[config.mk]
export PLATFORM = sky130hd
export DESIGN_NAME = branch_predict_ctrl
export DESIGN_NICKNAME = d
export VERILOG_FILES = /design/src/rtl/branch_predict_ctrl.sv
export SDC_FILE = /design/constraint.sdc
export NUM_CORES = 1
export LEC_CHECK = 0
export ABC_AREA = 1
export CELL_PAD_IN_SITES_DETAIL_PLACEMENT = 1
export CELL_PAD_IN_SITES_GLOBAL_PLACEMENT = 1
export CORE_ASPECT_RATIO = 1.1
export CORE_UTILIZATION = 26
export DETAILED_ROUTE_END_ITERATION = 10
export PLACE_DENSITY = 0.78
export SLEW_MARGIN = 20
export SYNTH_ARGS = -nofsm -noshare
export SYNTH_HDL_FRONTEND = slang
export SYNTH_SLANG_ARGS = --single-unit
[constraint.sdc]
create_clock -name clk -period 2.9 [get_ports clk]
set_input_delay 0.435 -clock clk [delete_from_list [all_inputs] [get_ports clk]]
set_output_delay 0.435 -clock clk [all_outputs]
set_load 0.05 [all_outputs]
[src/rtl/branch_predict_ctrl.sv]
// 2-bit saturating-counter direction predictor with EX-stage misprediction flush/redirect.
// Optional resolved/mispredict statistics counters are built when BRANCH_STATS_EN is defined.
module branch_predict_ctrl #(
  parameter int BHT_ENTRIES = 16,
  parameter int INDEX_W     = 4
) (
  input  logic        clk,
  input  logic        rst,
  input  logic        stall,
  input  logic [31:0] if_pc,
  output logic        pred_taken,
  input  logic        ex_valid,
  input  logic [2:0]  ex_branch,
  input  logic [31:0] ex_pc,
  input  logic        ex_pred_taken,
  input  logic        ex_actual_taken,
  input  logic [31:0] ex_target,
  output logic        flush,
  output logic        redirect_valid,
  output logic [31:0] redirect_pc,
  output logic [31:0] branch_count,
  output logic [31:0] mispredict_count
);

  logic [BHT_ENTRIES-1:0][1:0] bht;
  logic [INDEX_W-1:0]          rd_idx, wr_idx;
  logic                        is_branch, resolved, mispredict;
  logic                        unused_if_pc;

  assign rd_idx       = if_pc[INDEX_W+1:2];
  assign wr_idx       = ex_pc[INDEX_W+1:2];
  assign unused_if_pc = ^{if_pc[31:INDEX_W+2], if_pc[1:0]};

  // No write-to-read bypass: a same-cycle lookup sees the pre-update counter.
  assign pred_taken = bht[rd_idx][1];

  assign is_branch  = (ex_branch != 3'b000) && (ex_branch != 3'b111);
  // EX contents during a flush cycle are wrong-path and must not train or flush.
  assign resolved   = ex_valid && !stall && !flush && is_branch;
  assign mispredict = resolved && (ex_pred_taken != ex_actual_taken);

  always_ff @(posedge clk) begin
    if (rst) begin
      for (int i = 0; i < BHT_ENTRIES; i++) bht[i] <= 2'b01;
      flush       <= 1'b0;
      redirect_pc <= '0;
    end else begin
      flush <= mispredict;
      if (mispredict)
        redirect_pc <= ex_actual_taken ? ex_target : ex_pc + 32'd4;
      if (resolved) begin
        if (ex_actual_taken && bht[wr_idx] != 2'b11)
          bht[wr_idx] <= bht[wr_idx] + 2'd1;
        else if (!ex_actual_taken && bht[wr_idx] != 2'b00)
          bht[wr_idx] <= bht[wr_idx] - 2'd1;
      end
    end
  end

  assign redirect_valid = flush;

`ifdef BRANCH_STATS_EN
  logic [31:0] br_cnt, mp_cnt;

  always_ff @(posedge clk) begin
    if (rst) begin
      br_cnt <= '0;
      mp_cnt <= '0;
    end else begin
      if (resolved)   br_cnt <= br_cnt + 32'd1;
      if (mispredict) mp_cnt <= mp_cnt + 32'd1;
    end
  end

  assign branch_count     = br_cnt;
  assign mispredict_count = mp_cnt;
`else
  assign branch_count     = '0;
  assign mispredict_count = '0;
`endif

endmodule

Word level (Yosys, flattened, before mapping). Cells that the tools add are included.

Bits in read-only memories: 0. RAM bits: 0. Bits in registers: 65. Memories: 0. Logic and storage cells: 53. Latch bits: 0. Output and inout bits: 99.

Div/mod/pow operators: 0. Shift operators: 0. $mul: 0. Reductions and logical operators: 15. Order comparisons: 3. Equal/unequal tests: 3. $add $sub $neg: 3. Mux-type cells: 11. Bitwise operators: 0.

Operators by type and width (count): $mux 32 (3); $bwmux 32 (2); $add 32x3->32 const B (1); $bmux 2 s4 (2); $lt 4x5->1 const B (2); $demux 2 s4 (1); $logic_and 1x1->1 (8); $mux 2 (3); $ge 4x1->1 const B (1); $reduce_bool 2->1 (2); $logic_not 1->1 (3); $ne 3x3->1 const B (1); $reduce_bool 3->1 (1); $add 2x1->2 const B (1); $ne 2x2->1 const B (1); $reduce_and 2->1 (1); $sub 2x1->2 const B (1); $ne 1x1->1 (1).

Depth between registers and ports, before layout.
Depth in word-level cells: 7. Mapped depth: 19. Gate-level depth less buffers: 16.

Worst setup path before layout. Ideal clock, no wire load.

Path type: in2reg. From: input ex_pc[2]. To: register bht[31] (netlist bit). Setup time: 65 ps. Stages on the path: 16. Path buffers: 4. Data arrival time: 2703 ps. Slack: 133 ps. Path through: buf_4 > inv_2 > buf_2 > a21oi_1 > o21ai_0 > a21oi_1 > or2_2 > nor2_1 > inv_1 > ha_1 > or2_1 > buf_6 > xor2_1 > buf_2 > nor2_1 > nor2_1.

Cells in the longest elaborated chain, start to end: 7. Elaborated cells between the ends (all ways): 19. Those cells by class: 2 x add/sub; 2 x order compare; 1 x eq/ne; 8 x mux; 6 x reduce/logical.

Ends and longest elaborated chain: start, declared (line 14) `input logic [31:0] ex_pc,`; $lt 4x5->1 (not written as such) or $ge 4x1->1 (tied branches) (line 53, 55); $logic_and 1x1->1 (not written as such) (line 53, 55); $mux 2 (not written as such) (line 53, 55); $demux 2 s4 (line 53, 55); $bwmux 32 (line 55) `bht[wr_idx] <= bht[wr_idx] - 2'd1;`; $mux 32 (line 54) `else if (!ex_actual_taken && bht[wr_idx] != 2'b00)`; $mux 32 (line 52) `if (ex_actual_taken && bht[wr_idx] != 2'b11)`; end signal, assigned by index (line 53) `bht[wr_idx] <= bht[wr_idx] + 2'd1;`; end signal, assigned by index (line 55); end, declared (line 25) `logic [BHT_ENTRIES-1:0][1:0] bht;`.

Parallel ways exist; a longest one is shown, timed or not. The select of a mux whose other input is x is not followed. A chain may end at the register's enable or synchronous reset.

==> summary.md <==
| Metric | Value |
|---|---|
| Residual DRC | 2 |
| R2R setup slack | ~0.46 ns |
| Die H | 143 um |
| Hpwl dp | between 10 and 15 mm |
| Row count | slightly above 50 |
| Total routed wirelength | 15.7 mm |
| Status | finished with violations |
| Largest net degree at the start of global routing | 47 |
| CTS Hold Bufs | 0 |
| Ratio of final minimum period to clock period | 0.925 |
| Worst R2R Start | bht[21] |
| Synth async-reset ratio | 0 |
| Max stage delay on crit path | 0.58 ns |
| Leak | a little under 3 nW |
| First-pass GRT wire length | 24.8 mm |
| Die W | between 100 and 150 um |
| WHS Endpoint | redirect_pc[19] |
| N_diodes | 0 |
| Vias per cell | approximately 4.5 |
| Layout cells sized above 1 | 0.0889 |
| Setup Skew | a little under 0.009 ns |
| Post-place setup slack | -0.411 ns |
| DRT antenna net count | 0 |
| Setup CP Type | input pin to flop |
| Clock sinks | 65 |
| Final design area excluding fillers | about 6300 um^2 |
| Drt wl/cell | 14.0 um |
| Die area | about 19000 um^2 |
| GR Layer Usage met3 | 0.0603 |
| VDD IR max | between 0.2 and 0.3 mV |
| I/O pin cnt | between 200 and 250 |
| CP Launch Type | input pin |
| Yosys cell types | 32 |
| Vias in the first global route | 4939 |
| PD cells | about 440 nW/um^2 |
| Endpoints failing setup | 0 |
| Fillcell total | 2289 |
| Vias | approximately 5.0k |
| Multi-input logic area | between 2000 and 3000 um^2 |
| Worst Max-Slew Pin Slew | around 0.56 ns |
| Clk buf depth | 2 |
| Finished Layout Cells | approximately 1.1k |
| WHS Path Cells | 2 |
| Slew headroom | 0.626 |
| Layout Nets | roughly 1000 |
| Max Clock Freq | about 0.37 GHz |
| Fin util | 0.357 |
| R2r worst-path depth | 16 |
| Worst skew pair latency | 0.35 ns |
| HP Start | redirect_pc[19] |
| Worst path required time | between 3 and 4 ns |
| Number of antenna violations at the first check in global routing | 2 |
| Critical Path, Cell by Cell | clkdlybuf4s50_1 > nor2_1 > inv_1 > a21oi_1 > or2_2 > nor2_2 > inv_1 > ha_1 > or2_1 > buf_4 > nand2_1 > nand3_1 > nor2_2 > inv_1 > a21oi_1 > nand2_1 |
| Ys Warns | 0 |
| Sequential element share of the synthesized area | 0.277 |
| CTS tree | yes |
| Area of the mapped netlist | approximately 4700 um^2 |
| RSZ-0062 raised after global routing | false |
| Port Buffer Count | between 100 and 150 |
| GRT Util Overall | 0.175 |
| PnR worst setup slack | about 0.22 ns |
| Clock transition at path regs | roughly 0.05 ns |
| Max_cap viols | 0 |
| Hold Fails Final Rpt | 0 |
| Crit path max fanout | 5 |
| Post-synth EDFFs | 0 |
| Register bit total from synthesis | between 60 and 70 |
| Critical Path Most Common Cell | inv_1 |
| Area delta synth->final | 34.6% |
| Area after DPL | 5980 um^2 |
| Met1 global-route usage | 0.197 |
| Initial Utilization | 0.265 |
| Failing checks | DRC |
| Commonest non-fill, non-tap cell in the layout | nand2_1 |
| Pins over their slew limit | 0 |
| Cts bufs inserted | 9 |
| Top Usage Layer GRT | met2 |
| Placed insts | 1111 |
| Crit path DAT | a little under 3 ns |
| H-tree levels | 3 |
| Seq. cell area | about 1300 um^2 |
| Syn_area_per_cell | around 6 um^2 |
| Period minus WS final | between 2 and 3 ns |
| Core footprint | approximately 18000 um^2 |
| Ys flop type | dfxtp_1 |
| Most frequent cells in the layout | nand2_1, nor2_1, clkdlybuf4s50_1 |
| Worst path slowest cell | clkdlybuf4s50_1 |
| Met2 GRT Util | 0.308 |
| Hold Crit Class | flop to flop |
| DR pass1 iterations | 7 |
| Synth Instances | roughly 760 |
| GPL Wtd Cong | 0.871 |
| Root Buffer | clkbuf_16 |
| DRT iter0 DRCs | 198 |
| Crit. End Element | flop |
| Power, Total | about 2.8 mW |
| Grt total ovfl | 0 |
-- cell families after synthesis --
family,Yosys count,share of synthesized area
AOI/OAI and AO/OA,114,0.132
other,1,0.000799
and+or+nand+nor,398,0.355
xor gates and xnor gates,14,0.0261
adders and majority gates,6,0.0160
DFF,65,0.277
buffers and inverters,162,0.190
muxes,1,0.00213
-- cell usage after synthesis, types with 6 or more instances --
| cell type | n | area share |
|---|---|---|
| clkbuf_1 | 15 | 0.012 |
| nand2_1 | 202 | 0.16 |
| dfxtp_1 | 65 | 0.28 |
| buf_4 | 66 | 0.11 |
| nor2_1 | 117 | 0.094 |
| inv_1 | 64 | 0.051 |
| xor2_1 | 10 | 0.019 |
| a21oi_1 | 59 | 0.063 |
| o211ai_1 | 6 | 0.0096 |
| ha_1 | 6 | 0.016 |
| o21ai_0 | 42 | 0.045 |
| nand3_2 | 10 | 0.021 |
| nand3_1 | 55 | 0.059 |
| buf_2 | 11 | 0.012 |
-- final cells by class --
type,count,share of cell area
inverter,67,0.0400
clock inverter,6,0.00911
sequential,65,0.206
multi-input combinational,597,0.438
clock buffer,10,0.0378
timing repair buffer,144,0.221
tap,238,0.0471
-- report_power, final --
group / total (mW) / leakage, nW / internal (mW) / switching, mW
clock network: 1.10 / 0.148 / 0.682 / 0.422
registers: 0.927 / 0.527 / 0.915 / 0.0115
logic: 0.761 / 2.24 / 0.249 / 0.512
-- per-layer routing --
layer | vias to the layer above | wire [um]
met5 | - | 16
met4 | 2 | 250
met3 | 20 | 1130
met2 | 123 | 7870
met1 | 2370 | 6450
li1 | 2514 | -
-- through the flow --
| step | TNS [ns] | hold WS (ns) |
|---|---|---|
| 2_1_floorplan | 0 | 0.427 |
| 3_3_place_gp | -9.86 | 0.453 |
| 3_5_place_dp | -11.42 | 0.458 |
| 4_1_cts | 0 | 0.469 |
| 5_1_grt | 0 | 0.481 |
| 6_report | 0 | 0.467 |
-- repair_timing --
action	CTS	global route
setup buffers	0	0
setup endpoints to repair	22	32
hold endpoints to repair	0	0
resized for setup	9	2
pin swaps	0	2
-- worst max path at each step --
stage / startpoint / endpoint / slack, ns / cells after the start
after detailed placement: ex_pc[2] / flop / -0.41 / 16
final: ex_pc[5] / flop / 0.22 / 16
after CTS: ex_pc[2] / bht[9] / 0.007 / 18
after global placement: ex_pc[3] / flop / -0.36 / 16
after global routing: ex_pc[4] / flop / 0.03 / 18
after floorplan: ex_pc[2] / bht[31] / 0.13 / 16
-- critical path, delay by kind of cell --
kind,cells,cell delay [ns]
AOI/OAI and AO/OA,2,0.15
adders and majority gates,1,0.18
buffers and inverters,5,0.93
and+or+nand+nor,8,1.22
No activity file was read; power rests on OpenSTA's default activity.
